==> config.mk <==
export PLATFORM = sky130hd
export DESIGN_NAME = neopixel_rx
export DESIGN_NICKNAME = d
export VERILOG_FILES = /design/src/rtl/neopixel_pkg.sv /design/src/rtl/sync2.sv /design/src/rtl/neopixel_rx.sv
export SDC_FILE = /design/constraint.sdc
export NUM_CORES = 1
export LEC_CHECK = 0
export CORE_AREA = 5 5 85 103
export DETAILED_ROUTE_END_ITERATION = 10
export DIE_AREA = 0 0 90 108
export PLACE_DENSITY = 0.84
export SYNTH_ARGS = -nofsm -noshare
export SYNTH_HDL_FRONTEND = slang
export SYNTH_SLANG_ARGS = --single-unit
==> constraint.sdc <==
create_clock -name clock -period 5.9 [get_ports clock]
set_input_delay 0.59 -clock clock [delete_from_list [all_inputs] [get_ports clock]]
set_output_delay 0.59 -clock clock [all_outputs]
set_load 0.005 [all_outputs]
==> src/rtl/neopixel_pkg.sv <==
// Shared NeoPixel definitions: line-decoder state enum, default WS2812 timing
// at 50 MHz, counter widths and a saturating frame-counter helper.
package neopixel_pkg;

    // Default timing in 50 MHz clocks
    localparam int unsigned T_THRESH_DEF     = 30;
    localparam int unsigned T_MIN_HIGH_DEF   = 8;
    localparam int unsigned T_MAX_HIGH_DEF   = 55;
    localparam int unsigned LATCH_CYCLES_DEF = 2500;

    // Counter and field widths
    localparam int unsigned HIGH_CNT_W  = 6;
    localparam int unsigned LOW_CNT_W   = 12;
    localparam int unsigned PIXEL_W     = 24;
    localparam int unsigned BIT_CNT_W   = 5;
    localparam int unsigned INDEX_W     = 4;
    localparam int unsigned FRAME_CNT_W = 5;

    typedef enum logic [1:0] {
        ST_HUNT,
        ST_IDLE,
        ST_HIGH,
        ST_LOW
    } neo_state_e;

    // Pixel-per-frame count, sticks at its maximum
    function automatic logic [FRAME_CNT_W-1:0] frame_cnt_inc(input logic [FRAME_CNT_W-1:0] cnt);
        return (cnt == '1) ? cnt : cnt + FRAME_CNT_W'(1);
    endfunction

endpackage

==> src/rtl/sync2.sv <==
// Two-flop synchronizer for a single asynchronous input.
// Ports: clock, reset (async, active high), d_i (async in), q_o (synchronized out).
module sync2 (
    input  logic clock,
    input  logic reset,
    input  logic d_i,
    output logic q_o
);

    logic meta_q;
    logic sync_q;

    always_ff @(posedge clock or posedge reset) begin
        if (reset) begin
            meta_q <= 1'b0;
            sync_q <= 1'b0;
        end else begin
            meta_q <= d_i;
            sync_q <= meta_q;
        end
    end

    assign q_o = sync_q;

endmodule

==> src/rtl/neopixel_rx.sv <==
// WS2812 single-wire receiver: measures high-pulse widths on the synchronized
// line, assembles 24-bit GRB pixels MSB-first and reports frame latches.
// Ports:
//   clock, reset      - 50 MHz clock, async active-high reset
//   neo_data          - asynchronous serial line
//   pixel_data/_index - last decoded pixel and its position in the frame (mod 16)
//   pixel_valid       - one-cycle pulse with each new pixel
//   frame_done        - one-cycle pulse on latch after >= 1 complete pixel
//   frame_pixels      - pixels in the frame just ended (saturating), held
//   bit_error         - one-cycle pulse on any protocol violation
module neopixel_rx
    import neopixel_pkg::*;
#(
    parameter int unsigned T_THRESH     = T_THRESH_DEF,
    parameter int unsigned T_MIN_HIGH   = T_MIN_HIGH_DEF,
    parameter int unsigned T_MAX_HIGH   = T_MAX_HIGH_DEF,
    parameter int unsigned LATCH_CYCLES = LATCH_CYCLES_DEF
) (
    input  logic                   clock,
    input  logic                   reset,
    input  logic                   neo_data,
    output logic [PIXEL_W-1:0]     pixel_data,
    output logic [INDEX_W-1:0]     pixel_index,
    output logic                   pixel_valid,
    output logic                   frame_done,
    output logic [FRAME_CNT_W-1:0] frame_pixels,
    output logic                   bit_error
);

    localparam logic [HIGH_CNT_W-1:0] THRESH_C     = HIGH_CNT_W'(T_THRESH);
    localparam logic [HIGH_CNT_W-1:0] MIN_HIGH_C   = HIGH_CNT_W'(T_MIN_HIGH);
    localparam logic [HIGH_CNT_W-1:0] MAX_HIGH_C   = HIGH_CNT_W'(T_MAX_HIGH);
    localparam logic [LOW_CNT_W-1:0]  LATCH_LAST_C = LOW_CNT_W'(LATCH_CYCLES - 1);
    localparam logic [BIT_CNT_W-1:0]  LAST_BIT_C   = BIT_CNT_W'(PIXEL_W - 1);

    logic                   din;
    logic                   din_prev_q;
    neo_state_e             state_q;
    logic [HIGH_CNT_W-1:0]  high_cnt_q;
    logic [LOW_CNT_W-1:0]   low_cnt_q;
    logic [BIT_CNT_W-1:0]   bit_cnt_q;
    logic [PIXEL_W-2:0]     shift_q;
    logic [INDEX_W-1:0]     pix_idx_q;
    logic [FRAME_CNT_W-1:0] pix_cnt_q;

    logic                   bit_val_c;
    logic [PIXEL_W-1:0]     shift_next_c;

    sync2 u_sync2 (
        .clock (clock),
        .reset (reset),
        .d_i   (neo_data),
        .q_o   (din)
    );

    // Bit value and shift-register contents if the current high pulse ends now
    assign bit_val_c    = (high_cnt_q >= THRESH_C);
    assign shift_next_c = {shift_q, bit_val_c};

    // Line decoder FSM with registered outputs
    always_ff @(posedge clock or posedge reset) begin
        if (reset) begin
            state_q      <= ST_HUNT;
            din_prev_q   <= 1'b0;
            high_cnt_q   <= '0;
            low_cnt_q    <= '0;
            bit_cnt_q    <= '0;
            shift_q      <= '0;
            pix_idx_q    <= '0;
            pix_cnt_q    <= '0;
            pixel_data   <= '0;
            pixel_index  <= '0;
            pixel_valid  <= 1'b0;
            frame_done   <= 1'b0;
            frame_pixels <= '0;
            bit_error    <= 1'b0;
        end else begin
            din_prev_q  <= din;
            pixel_valid <= 1'b0;
            frame_done  <= 1'b0;
            bit_error   <= 1'b0;

            case (state_q)
                // Wait for a full latch-length low before trusting the line
                ST_HUNT: begin
                    if (din) begin
                        low_cnt_q <= '0;
                    end else if (low_cnt_q == LATCH_LAST_C) begin
                        state_q     <= ST_IDLE;
                        low_cnt_q   <= '0;
                        bit_cnt_q   <= '0;
                        pix_idx_q   <= '0;
                        pix_cnt_q   <= '0;
                        pixel_index <= '0;
                    end else begin
                        low_cnt_q <= low_cnt_q + LOW_CNT_W'(1);
                    end
                end

                ST_IDLE: begin
                    if (din && !din_prev_q) begin
                        state_q    <= ST_HIGH;
                        high_cnt_q <= HIGH_CNT_W'(1);
                    end
                end

                ST_HIGH: begin
                    if (din) begin
                        // Another high sample would push the pulse past the legal maximum
                        if (high_cnt_q >= MAX_HIGH_C) begin
                            bit_error <= 1'b1;
                            bit_cnt_q <= '0;
                            low_cnt_q <= '0;
                            state_q   <= ST_HUNT;
                        end else if (high_cnt_q != '1) begin
                            high_cnt_q <= high_cnt_q + HIGH_CNT_W'(1);
                        end
                    end else if (high_cnt_q < MIN_HIGH_C) begin
                        // Runt pulse; this low sample already counts toward resync
                        bit_error <= 1'b1;
                        bit_cnt_q <= '0;
                        low_cnt_q <= LOW_CNT_W'(1);
                        state_q   <= ST_HUNT;
                    end else begin
                        shift_q   <= shift_next_c[PIXEL_W-2:0];
                        low_cnt_q <= LOW_CNT_W'(1);
                        state_q   <= ST_LOW;
                        if (bit_cnt_q == LAST_BIT_C) begin
                            pixel_data  <= shift_next_c;
                            pixel_index <= pix_idx_q;
                            pixel_valid <= 1'b1;
                            pix_idx_q   <= pix_idx_q + INDEX_W'(1);
                            pix_cnt_q   <= frame_cnt_inc(pix_cnt_q);
                            bit_cnt_q   <= '0;
                        end else begin
                            bit_cnt_q <= bit_cnt_q + BIT_CNT_W'(1);
                        end
                    end
                end

                ST_LOW: begin
                    if (din) begin
                        state_q    <= ST_HIGH;
                        high_cnt_q <= HIGH_CNT_W'(1);
                        low_cnt_q  <= '0;
                    end else if (low_cnt_q == LATCH_LAST_C) begin
                        // Latch: close the frame or flag a truncated pixel
                        if (bit_cnt_q != '0) begin
                            bit_error <= 1'b1;
                        end else if (pix_cnt_q != '0) begin
                            frame_done   <= 1'b1;
                            frame_pixels <= pix_cnt_q;
                        end
                        state_q     <= ST_IDLE;
                        low_cnt_q   <= '0;
                        bit_cnt_q   <= '0;
                        pix_idx_q   <= '0;
                        pix_cnt_q   <= '0;
                        pixel_index <= '0;
                    end else begin
                        low_cnt_q <= low_cnt_q + LOW_CNT_W'(1);
                    end
                end

                default: state_q <= ST_HUNT;
            endcase
        end
    end

endmodule

==> run summary, run 1 <==
SETUP PATH
--------------------------------------------------------------------------------------------------------
Sequence of cells on the critical path                                                      inv_1 > ha_1 > buf_4 > nand3_1 > nor2_2 > buf_4 > mux2_1
Critical Setup Path Class                                                                     reg -> reg
Endpoint type of the worst setup path                                                           register
Worst Path Arrival                                                                               3.32 ns
Largest stage delay on the critical path                                                         0.71 ns
Most used cell along the critical path                                                             buf_4
Endpoint of the most critical register-to-register path                                     pixel_data[22]
Startpoint class of the critical path                                                           register
Reg2reg start                                                                                 state_q[0]
Launch point of the critical path                                                             state_q[0]
Maximum fanout count along the critical path                                                          26
Required @ worst endpoint                                                                        6.15 ns
Register-to-Register Path Depth                                                                        7
Highest-delay cell along the critical path                                                       nand3_1
Setup slack on the worst flop-to-flop path                                                       2.83 ns

FINAL LAYOUT
--------------------------------------------------------------------------------------------------------
Layout overhead on the synthesized area                                                           14.20%
Post-layout nets                                                                                     487
Most common cell after layout, fill and taps aside                                               dfrtp_1
Number of inserted diodes                                                                              0
Final standard cell area without fillers                                                        5253 µm²
Most frequent cells in the layout                                                           dfrtp_1, nand2_1, clkdlybuf4s50_1, mux2_1, inv_1
Share of cells above drive strength 1                                                            0.07579
Number of fill cells in the layout                                                                   555

TIMING
--------------------------------------------------------------------------------------------------------
Pins Over Slew Limit                                                                                   0
Total negative setup slack                                                                          0 ns
Normalized max-slew margin                                                                        0.3770
Unrepaired setup endpoints after global routing                                                       no
Final Hold Violating Endpoints                                                                         0
Maximum clock skew at final layout                                                            0.01095 ns
Worst-case setup margin in the final layout                                                     2.825 ns
Count of final setup violators                                                                         0
Max Fclk                                                                                       325.3 MHz
Hold slack                                                                                     0.3683 ns
Ratio of final minimum period to clock period                                                     0.5211
Clock period minus final worst setup slack                                                      3.075 ns
Worst-margin pin slew                                                                          0.9289 ns

LOGIC SYNTHESIS
--------------------------------------------------------------------------------------------------------
Library cells used by synthesis                                                                       59
Cell area after synthesis                                                                       4599 µm²
Instance count of the mapped netlist                                                                 435
Fraction of synthesized cell area taken by the top area cell type                                 0.5223
Synthesis warning total                                                                                0
Main synth FF type                                                                               dfrtp_1
Asr flop ratio synth                                                                               1.000
Count of flip-flops with a built-in enable after synthesis                                             0
Largest cells by area after synthesis                                                       dfrtp_1, mux2_1, nand2_1
Number of synthesized register bits                                                                   96
Total nets after synthesis                                                                           452
Share of the yosys chip area belonging to registers                                               0.5223
Avg Cell Area, Syn                                                                             10.57 µm²
Largest area contributor in the netlist                                                          dfrtp_1

GLOBAL ROUTE
--------------------------------------------------------------------------------------------------------
Overall global routing resource usage                                                             0.2032
Initial antenna violation count                                                                        0
First-pass GRT wire length                                                                      16.22 mm
GR met1 Demand/Resource                                                                           0.2603
Most congested layer reported by global routing                                                     met2
Sum of overflow across all layers after global routing                                                 0
Pin count of the biggest net entering global routing                                                  66
Met3 demand-to-capacity share in global routing                                                  0.02992
Via count of the first global-routing pass                                                         3,415
Met2 usage                                                                                        0.3452

PLACEMENT
--------------------------------------------------------------------------------------------------------
Worst slack at placement                                                                        2.876 ns
Cell Area, Placed                                                                               5051 µm²
Port bufs                                                                                             38
Total half-perimeter wirelength after legalization and detailed placement                       6.498 mm
Routability-driven placement congestion ratio                                                     0.8822

CLOCK NETWORK
--------------------------------------------------------------------------------------------------------
Post-CTS clock slew at the launch and capture registers of the worst setup and hold paths        0.09 ns
Bufs on Longest Clock Path                                                                             2
Clock sink total                                                                                      96
H-Tree Depth                                                                                           3
Insertion delay of the later-clocked pin in the worst-skew pair                                  0.37 ns
Cells resized by post-CTS repair                                                                       0
TritonCTS clock tree                                                                                 yes
CTS root buf                                                                                    clkbuf_8
Number of buffers created by CTS                                                                       9
Buffers inserted by post-CTS timing repair                                                             0
Hold-fix buffers, CTS                                                                                  0

PWR
--------------------------------------------------------------------------------------------------------
Lkg Pwr                                                                                         2.596 nW
PwrDens                                                                                     217.0 nW/µm²
Largest voltage drop on the vdd net                                                          0.0001681 V

DETAILED ROUTING
--------------------------------------------------------------------------------------------------------
First-iteration detailed-routing DRC count                                                           358
Number of search-and-repair iterations in the first detailed-routing pass                              4
DRC violation count after routing                                                                      0
Post-detailed-route count of antenna-violating nets                                                    0
Routed wire per std cell                                                                        16.43 µm
Detailed-route wire length                                                                      9.314 mm
Vias per inst                                                                                      6.018
Number of vias after detailed routing                                                              3,412

DIE
--------------------------------------------------------------------------------------------------------
Area of the die                                                                                 9720 µm²
Die extent in x                                                                                    90 µm
Vertical extent of the die                                                                        108 µm
Number of primary I/O pins                                                                            39
Initial core utilization                                                                          0.6071
Core box area                                                                                   7576 µm²
Row Count                                                                                             35

RUN STATUS
--------------------------------------------------------------------------------------------------------
Run status                                                                                  complete, no violations

RUN
--------------------------------------------------------------------------------------------------------
Count of maximum capacitance violations                                                                0

MIN PATH
--------------------------------------------------------------------------------------------------------
Worst hold path cell count                                                                             0
Startpoint of the lowest-slack hold path                                                    u_sync2.meta_q
Type of the worst min-delay path                                                              reg -> reg
Endpoint with the worst hold slack                                                           u_sync2.q_o

==> cells in the mapped netlist, drive strengths merged (3+ instances only) <==
library cell,n
nor4,10
buf,4
a21o,9
o22ai,3
nand3,15
or4b,3
o2bb2ai,3
ha,14
o211ai,8
clkbuf,14
dfrtp,96
nor2b,5
nand4,9
a21oi,10
a22o,8
and3,10
mux2i,5
a221o,6
nand2,81
nor3,8
nor2,15
mux2,31
o21ai,14
inv,21
nor4b,4
==> through the flow <==
stage / total power, W / instances / utilization
2_1_floorplan: 0.0006989 / 435 / -
3_3_place_gp: 0.0007054 / 551 / 0.6667
3_5_place_dp: 0.0007070 / 551 / 0.6667
4_1_cts: 0.001147 / 567 / 0.6933
5_1_grt: 0.001177 / 567 / 0.6933
6_report: 0.001140 / 567 / 0.6933
==> cell families (layout without fill, tap and decap cells) <==
family | count (synthesis) | after routing | share of synthesized area
AO/OA/AOI/OAI | 81 | 81 | 0.1336
adder cells (fa/ha/maj) | 14 | 14 | 0.03809
buffers and inverters | 39 | 79 | 0.03509
flip-flops | 96 | 96 | 0.5223
multiplexers | 36 | 36 | 0.08678
AND/OR/NAND/NOR | 169 | 169 | 0.1842
==> cell type report <==
class | count | area, µm² | area share
multi-input cells | 300 | 2043 | 0.3890
well taps | 92 | 115.1 | 0.02192
inverters | 21 | 80.08 | 0.01525
clock buffers | 10 | 127.6 | 0.02430
repair buffers | 42 | 410.4 | 0.07813
clock inverters | 6 | 73.82 | 0.01405
flip-flops and latches | 96 | 2402 | 0.4574
==> state kept, by name, summed over array words and instances, names as in the netlist, 2 cells and up <==
name	cells
pix_cnt_q	5
pixel_index	4
frame_pixels	5
shift_q	23
pix_idx_q	4
state_q	2
low_cnt_q	12
high_cnt_q	6
bit_cnt_q	5
pixel_data	24
==> worst max path at each step <==
stage,depth (start not counted),endpoint,slack (ns)
3_3_place_gp,7,pixel_data[7],2.99
3_5_place_dp,7,pixel_data[22],2.88
6_report,7,pixel_data[22],2.83
4_1_cts,7,pixel_data[22],2.85
2_1_floorplan,1,bit_cnt_q[0],2.80
5_1_grt,7,pixel_data[11],2.57
==> worst max-delay path, delay by kind of cell (launching register included) <==
kind	cells	cell delay, ns
flip-flops	1	0.42
buffers and inverters	3	0.80
adder cells (fa/ha/maj)	1	0.17
multiplexers	1	0.36
AND/OR/NAND/NOR	2	1.19
==> per-layer routing <==
metal,share of wire,wire [µm]
met1,0.43,3984
met5,0,0
met4,0.024,228
met2,0.51,4716
met3,0.041,385
==> power by group <==
| group | switching (W) | leakage (nW) | internal (W) |
|---|---|---|---|
| logic | 0.0000209 | 1.17 | 0.00000818 |
| clock network | 0.000244 | 0.0954 | 0.000202 |
| registers | 0.00000401 | 1.33 | 0.000660 |
(Power assumes the default switching activity.)
==> run 2, diff against run 1 <==
CORE_AREA = 5 5 92 112   (was 5 5 85 103)
DIE_AREA = 0 0 97 117   (was 0 0 90 108)
PLACE_DENSITY = 0.75   (was 0.84)
clock period = 2.5 ns   (was 5.9 ns; I/O delays follow)
==> run 2 against run 1 <==
Effect of this change: sequential power up 140%; via count increased by 0.64%; combinational power increased to 2.6 times the previous value; routed wire length increased by 2.0%; clock power increased to 3.1 times the previous value; sequential share of layout area down 1.6 points; flip-flop and latch count is the same; final area is 3.6% higher; first-iteration DRC count shrank 36%; critical path type unchanged; largest cell class unchanged; largest power group unchanged.
==> run summary, run 2 (synthesis results as in run 1) <==
RUN STATUS
--------------------------------------------------------------------------------------------------------
Run status                                                                                  complete, no violations

DETAILED ROUTING
--------------------------------------------------------------------------------------------------------
DRC violation count after routing                                                                      0   unchanged
First-iteration detailed-routing DRC count                                                           230   -36%
Detailed-route wire length                                                                      9.501 mm   +2.0%
Number of vias after detailed routing                                                              3,434   +0.64%
Vias per inst                                                                                      5.676   -5.7%
Routed wire per std cell                                                                        15.70 µm   -4.4%
Number of search-and-repair iterations in the first detailed-routing pass                              4   unchanged
Post-detailed-route count of antenna-violating nets                                                    0   unchanged

TIMING
--------------------------------------------------------------------------------------------------------
Maximum clock skew at final layout                                                           0.005998 ns   -0.004949 ns
Max Fclk                                                                                       451.9 MHz   +39%
Worst-margin pin slew                                                                          0.6818 ns   -0.2471 ns
Normalized max-slew margin                                                                        0.5455   +0.1684
Total negative setup slack                                                                          0 ns   unchanged
Ratio of final minimum period to clock period                                                     0.8851   +0.3640
Count of final setup violators                                                                         0   unchanged
Final Hold Violating Endpoints                                                                         0   unchanged
Clock period minus final worst setup slack                                                      2.213 ns   -0.8618 ns
Unrepaired setup endpoints after global routing                                                       no
Hold slack                                                                                     0.3423 ns   -0.02597 ns
Pins Over Slew Limit                                                                                   0   unchanged

SETUP PATH
--------------------------------------------------------------------------------------------------------
Highest-delay cell along the critical path                                                        or4b_4
Endpoint type of the worst setup path                                                           register
Worst Path Arrival                                                                               2.45 ns   -0.87 ns
Required @ worst endpoint                                                                        2.73 ns   -3.42 ns
Startpoint class of the critical path                                                           register
Sequence of cells on the critical path                                                      ha_1 > or4b_4 > o31a_1 > a221o_1 > a21o_1
Buf+Inv Stages, Crit Path                                                                              0   -3
Maximum fanout count along the critical path                                                           7   -73%
Largest stage delay on the critical path                                                         0.54 ns   -0.17 ns
Critical Setup Path Class                                                                     reg -> reg
Worst path top cell family by delay                                                         compound AO/OA/AOI/OAI gates

PWR
--------------------------------------------------------------------------------------------------------
Register share of total power                                                                      0.519   -0.064
Total power consumption of the routed design                                                  0.003021 W   +170%
Switch share                                                                                      0.2160   -0.02023
PwrDens                                                                                     555.2 nW/µm²   +160%
Internal Power                                                                                0.002368 W   +170%
Combinational fraction of design power                                                             0.025   about the same
Net Sw Power                                                                                 0.0006527 W   +140%
Clock group share of total power                                                                   0.457   +0.065
Lkg Pwr                                                                                         2.673 nW   +3.0%
Largest voltage drop on the vdd net                                                          0.0004111 V   +140%

CLOCK NETWORK
--------------------------------------------------------------------------------------------------------
Hold-fix buffers, CTS                                                                                  0   unchanged
Insertion delay of the later-clocked pin in the worst-skew pair                                  0.34 ns   -0.03 ns
Buffers inserted by post-CTS timing repair                                                             0   unchanged
Cells resized by post-CTS repair                                                                       0   unchanged
TritonCTS clock tree                                                                                 yes
H-Tree Depth                                                                                           3   unchanged
Bufs on Longest Clock Path                                                                             2   unchanged
Post-CTS clock slew at the launch and capture registers of the worst setup and hold paths        0.07 ns   -0.02 ns
CTS root buf                                                                                   clkbuf_16
Number of buffers created by CTS                                                                       9   unchanged
Clock sink total                                                                                      96   unchanged

DIE
--------------------------------------------------------------------------------------------------------
Core box area                                                                                   9223 µm²   +22%
Number of primary I/O pins                                                                            39   unchanged
Row Count                                                                                             39   +11%
Initial core utilization                                                                          0.4987   -0.1084
Vertical extent of the die                                                                        117 µm   +8.3%
Die extent in x                                                                                    97 µm   +7.8%
Area of the die                                                                               11,350 µm²   +17%

GLOBAL ROUTE
--------------------------------------------------------------------------------------------------------
First-pass GRT wire length                                                                      16.38 mm   +0.98%
Via count of the first global-routing pass                                                         3,523   +3.2%
Overall global routing resource usage                                                             0.1778   -0.02539
Sum of overflow across all layers after global routing                                                 0   unchanged
Pin count of the biggest net entering global routing                                                  57   -14%
Initial antenna violation count                                                                        0   unchanged

FINAL LAYOUT
--------------------------------------------------------------------------------------------------------
Number of flip-flops in the largest register                                                          24   unchanged
Number of fill cells in the layout                                                                   742   +34%
Share of cells above drive strength 1                                                            0.08714   +0.01135
Most frequent cells in the layout                                                           dfrtp_1, nand2_1, clkdlybuf4s50_1, mux2_1, inv_1
Register name with the most flops                                                             pixel_data
Post-layout nets                                                                                     494   +1.4%
Most common cell after layout, fill and taps aside                                               dfrtp_1
Number of inserted diodes                                                                              0   unchanged
Final cell count without fillers                                                                     605   +6.7%
Registers with the most flip-flops                                                          pixel_data x24, shift_q x23, low_cnt_q x12
Util after Layout                                                                                 0.5900   -0.1033
Layout overhead on the synthesized area                                                           18.31%

MIN PATH
--------------------------------------------------------------------------------------------------------
Type of the worst min-delay path                                                               in -> reg

PLACEMENT
--------------------------------------------------------------------------------------------------------
Dpl cells                                                                                            589   +6.9%
Routability-driven placement congestion ratio                                                     0.9358   +6.1%
Total half-perimeter wirelength after legalization and detailed placement                       6.754 mm   +3.9%
Port bufs                                                                                             38   unchanged

RUN
--------------------------------------------------------------------------------------------------------
Count of maximum capacitance violations                                                                0   unchanged

==> run 2: through the flow <==
step	worst slack (ns)	instance area (µm²)
detailed placement	0.3138	5145
global placement	0.3389	5145
CTS	0.2857	5441
finish	0.2873	5441
floorplan	0.3038	4603
global route	0.1093	5441
==> run 2: path summary, 6_finish.rpt <==
check	startpoint	to	slack, ns	cells past startpoint
max	low_cnt_q[0]	low_cnt_q[11]	0.29	5
min	neo_data	u_sync2.meta_q	0.34	1
max reg2reg	low_cnt_q[0]	low_cnt_q[11]	0.29	5
min reg2reg	u_sync2.meta_q	u_sync2.q_o	0.35	0
max in group asynchronous	reset	bit_cnt_q[1]	1.56	3
min in group asynchronous	reset	pix_cnt_q[1]	0.41	3
==> run 2: power by group through the flow <==
stage               Combinational [W]  Clock, W  Sequential (W)
floorplan                   0.0000565         0         0.00159
global placement            0.0000756         0         0.00160
detailed placement          0.0000777         0         0.00160
CTS                         0.0000778   0.00140         0.00157
global route                0.0000884   0.00147         0.00157
finish                      0.0000748   0.00138         0.00157
==> run 2: area by class of cell <==
type / instances / area [µm²] / area share
flip-flops and latches: 96 / 2402 / 0.4415
multi-input cells: 300 / 2043 / 0.3755
repair buffers: 49 / 462.9 / 0.08508
clock buffers: 11 / 232.7 / 0.04277
well taps: 123 / 153.9 / 0.02828
inverters: 21 / 82.58 / 0.01518
clock inverters: 5 / 63.81 / 0.01173
==> run 2: routing by layer <==
metal | up-vias | part of all wire | global-route usage
met5 | - | 0 | 0
met3 | 17 | 0.030 | 0.03082
met1 | 1710 | 0.44 | 0.2211
li1 | 1647 | - | -
met4 | 0 | 0.021 | 0.07491
met2 | 60 | 0.51 | 0.3099
==> run 3, diff against run 2 <==
REMOVE_ABC_BUFFERS = 1   (was default)
==> run 3 against run 2 <==
Effect of this change: setup slack better by 0.012 ns; flip-flop and latch count stayed put; cell count up 0.66%; global-route usage hardly changed; count of clock-buffer cells in the layout is 1 lower; hold slack worse by 0.13 ns; maximum frequency grew 0.53%; final area is 1.0% higher; highest routed layer unchanged.
==> run summary, run 3 (synthesis results as in run 1) <==
RUN STATUS
--------------------------------------------------------------------------------------------------------
Run status                                                                                  complete, no violations

TIMING
--------------------------------------------------------------------------------------------------------
Ratio of final minimum period to clock period                                                     0.8805   -0.004625
Worst-margin pin slew                                                                          0.5320 ns   -0.1498 ns
Maximum clock skew at final layout                                                           0.009958 ns   +0.003960 ns
Max Fclk                                                                                       454.3 MHz   +0.53%
Worst-case setup margin in the final layout                                                    0.2989 ns   +0.01156 ns
Unrepaired setup endpoints after global routing                                                       no
Pins Over Slew Limit                                                                                   0   unchanged
Final Hold Violating Endpoints                                                                         0   unchanged
Normalized max-slew margin                                                                        0.6434   +0.09793
Count of final setup violators                                                                         0   unchanged
Clock period minus final worst setup slack                                                      2.201 ns   -0.01156 ns

DIE
--------------------------------------------------------------------------------------------------------
Area of the die                                                                               11,350 µm²   unchanged
Core box area                                                                                   9223 µm²   unchanged
Number of primary I/O pins                                                                            39   unchanged
Initial core utilization                                                                          0.4987   unchanged
Row Count                                                                                             39   unchanged
Vertical extent of the die                                                                        117 µm   unchanged
Die extent in x                                                                                    97 µm   unchanged

GLOBAL ROUTE
--------------------------------------------------------------------------------------------------------
Pin count of the biggest net entering global routing                                                  37   -35%
Sum of overflow across all layers after global routing                                                 0   unchanged
First-pass GRT wire length                                                                      16.35 mm   -0.21%
Initial antenna violation count                                                                        0   unchanged
Via count of the first global-routing pass                                                         3,484   -1.1%
Overall global routing resource usage                                                             0.1775   -0.0002494

PWR
--------------------------------------------------------------------------------------------------------
Switch share                                                                                      0.2188   +0.002801
Largest voltage drop on the vdd net                                                          0.0002905 V   -29%
PwrDens                                                                                     559.1 nW/µm²   +0.70%
Lkg Pwr                                                                                         2.708 nW   +1.3%
Internal Power                                                                                0.002401 W   +1.4%
Register share of total power                                                                      0.510   -0.009
Net Sw Power                                                                                 0.0006727 W   +3.1%
Combinational fraction of design power                                                             0.026   about the same
Clock group share of total power                                                                   0.465   +0.008

SETUP PATH
--------------------------------------------------------------------------------------------------------
Endpoint of the most critical register-to-register path                                     low_cnt_q[10]
Reg2reg start                                                                               low_cnt_q[0]
Required @ worst endpoint                                                                        2.73 ns   about the same
Maximum fanout count along the critical path                                                           7   unchanged
Sequence of cells on the critical path                                                      ha_1 > or4b_4 > o31a_1 > a221o_1 > a21o_1
Worst Path Arrival                                                                               2.43 ns   -0.02 ns
Highest-delay cell along the critical path                                                        or4b_4
Setup slack on the worst flop-to-flop path                                                       0.30 ns   about the same
Worst path top cell family by delay                                                         compound AO/OA/AOI/OAI gates
Register-to-Register Path Depth                                                                        5   unchanged
Startpoint class of the critical path                                                           register
Largest stage delay on the critical path                                                         0.54 ns   about the same
Endpoint type of the worst setup path                                                           register
Buf+Inv Stages, Crit Path                                                                              0   unchanged
Critical Setup Path Class                                                                     reg -> reg
Launch point of the critical path                                                           low_cnt_q[0]

PLACEMENT
--------------------------------------------------------------------------------------------------------
Dpl cells                                                                                            593   +0.68%
Routability-driven placement congestion ratio                                                     0.8324   -11%
Total half-perimeter wirelength after legalization and detailed placement                       6.753 mm   about the same
Worst slack at placement                                                                       0.3182 ns   +0.004328 ns
Port bufs                                                                                             38   unchanged

CLOCK NETWORK
--------------------------------------------------------------------------------------------------------
Insertion delay of the later-clocked pin in the worst-skew pair                                  0.35 ns   about the same
Number of buffers created by CTS                                                                       9   unchanged
H-Tree Depth                                                                                           3   unchanged
TritonCTS clock tree                                                                                 yes
Hold-fix buffers, CTS                                                                                  0   unchanged
Bufs on Longest Clock Path                                                                             2   unchanged
Post-CTS clock slew at the launch and capture registers of the worst setup and hold paths        0.07 ns   about the same
Cells resized by post-CTS repair                                                                       0   unchanged
Buffers inserted by post-CTS timing repair                                                             0   unchanged
Clock sink total                                                                                      96   unchanged
CTS root buf                                                                                   clkbuf_16

FINAL LAYOUT
--------------------------------------------------------------------------------------------------------
Share of cells above drive strength 1                                                            0.09877   +0.01163
Post-layout nets                                                                                     498   +0.81%
Footprint of the flip-flops and latches                                                         2402 µm²   unchanged
Number of inserted diodes                                                                              0   unchanged
Area used by multi-input combinational logic                                                    2043 µm²   unchanged
Most frequent cells in the layout                                                           dfrtp_1, nand2_1, clkdlybuf4s50_1, mux2_1, inv_1
Layout overhead on the synthesized area                                                           19.53%
Most common cell after layout, fill and taps aside                                               dfrtp_1
Register name with the most flops                                                             pixel_data
Number of fill cells in the layout                                                                   740   -0.27%
Registers with the most flip-flops                                                          pixel_data x24, shift_q x23, low_cnt_q x12
Final cell count without fillers                                                                     609   +0.66%
Number of flip-flops in the largest register                                                          24   unchanged

DETAILED ROUTING
--------------------------------------------------------------------------------------------------------
First-iteration detailed-routing DRC count                                                           189   -18%
Number of search-and-repair iterations in the first detailed-routing pass                              4   unchanged
Detailed-route wire length                                                                      9.408 mm   -0.98%
Post-detailed-route count of antenna-violating nets                                                    0   unchanged
Number of vias after detailed routing                                                              3,473   +1.1%
Routed wire per std cell                                                                        15.45 µm   -1.6%
DRC violation count after routing                                                                      0   unchanged
Vias per inst                                                                                      5.703   +0.47%

MIN PATH
--------------------------------------------------------------------------------------------------------
Type of the worst min-delay path                                                             in -> async

RUN
--------------------------------------------------------------------------------------------------------
Count of maximum capacitance violations                                                                0   unchanged

## run 3: cell count changes in the layout (fill, tap and decap cells not counted)
cell / change
inv_6: -1
buf_4: +3
clkbuf_1: -2
buf_12: +1
clkinv_2: +1
clkbuf_8: +1
inv_8: +1
## run 3: final cells by class
type,count,share of cell area
tap,123,0.02799
sequential,96,0.4370
inverter,21,0.01457
clock inverter,6,0.01343
timing repair buffer,53,0.09194
multi-input combinational,300,0.3716
clock buffer,10,0.04347
## run 3: metrics by stage
stage	setup TNS, ns	total power (W)	util	instance area [µm²]	hold WS (ns)
3_3_place_gp	0	0.001674	0.5622	5185	0.3329
2_1_floorplan	-59.79	0.001647	-	4517	0.2814
3_5_place_dp	0	0.001677	0.5622	5185	0.3465
6_report	0	0.003074	0.5961	5498	0.2147
4_1_cts	0	0.003101	0.5961	5498	0.2194
5_1_grt	0	0.003177	0.5961	5498	0.2563
## run 3: worst max-delay path by stage
stage                     depth (start not counted)  slack [ns]               to
after floorplan                                   5       -1.01    pixel_data[0]
after global placement                            6        0.40  frame_pixels[0]
after detailed placement                          5        0.32    low_cnt_q[11]
after CTS                                         5        0.30    low_cnt_q[10]
after global routing                              5        0.21  frame_pixels[4]
final                                             5        0.30    low_cnt_q[10]
## run 3: metal layers
layer  track usage  wire length, µm  up-vias
met5             0                0        -
met4        0.1030              234        0
met3       0.02727              329       20
met2        0.3099             4852       75
met1        0.2112             3990     1716
li1              -                -     1662
## run 3: power by group through the flow
stage	combinational [W]	clock [W]	sequential (W)
floorplan	0.0000512	0	0.00160
global placement	0.0000781	0	0.00160
detailed placement	0.0000808	0	0.00160
CTS	0.0000813	0.00145	0.00157
global route	0.0000909	0.00152	0.00157
finish	0.0000789	0.00143	0.00157
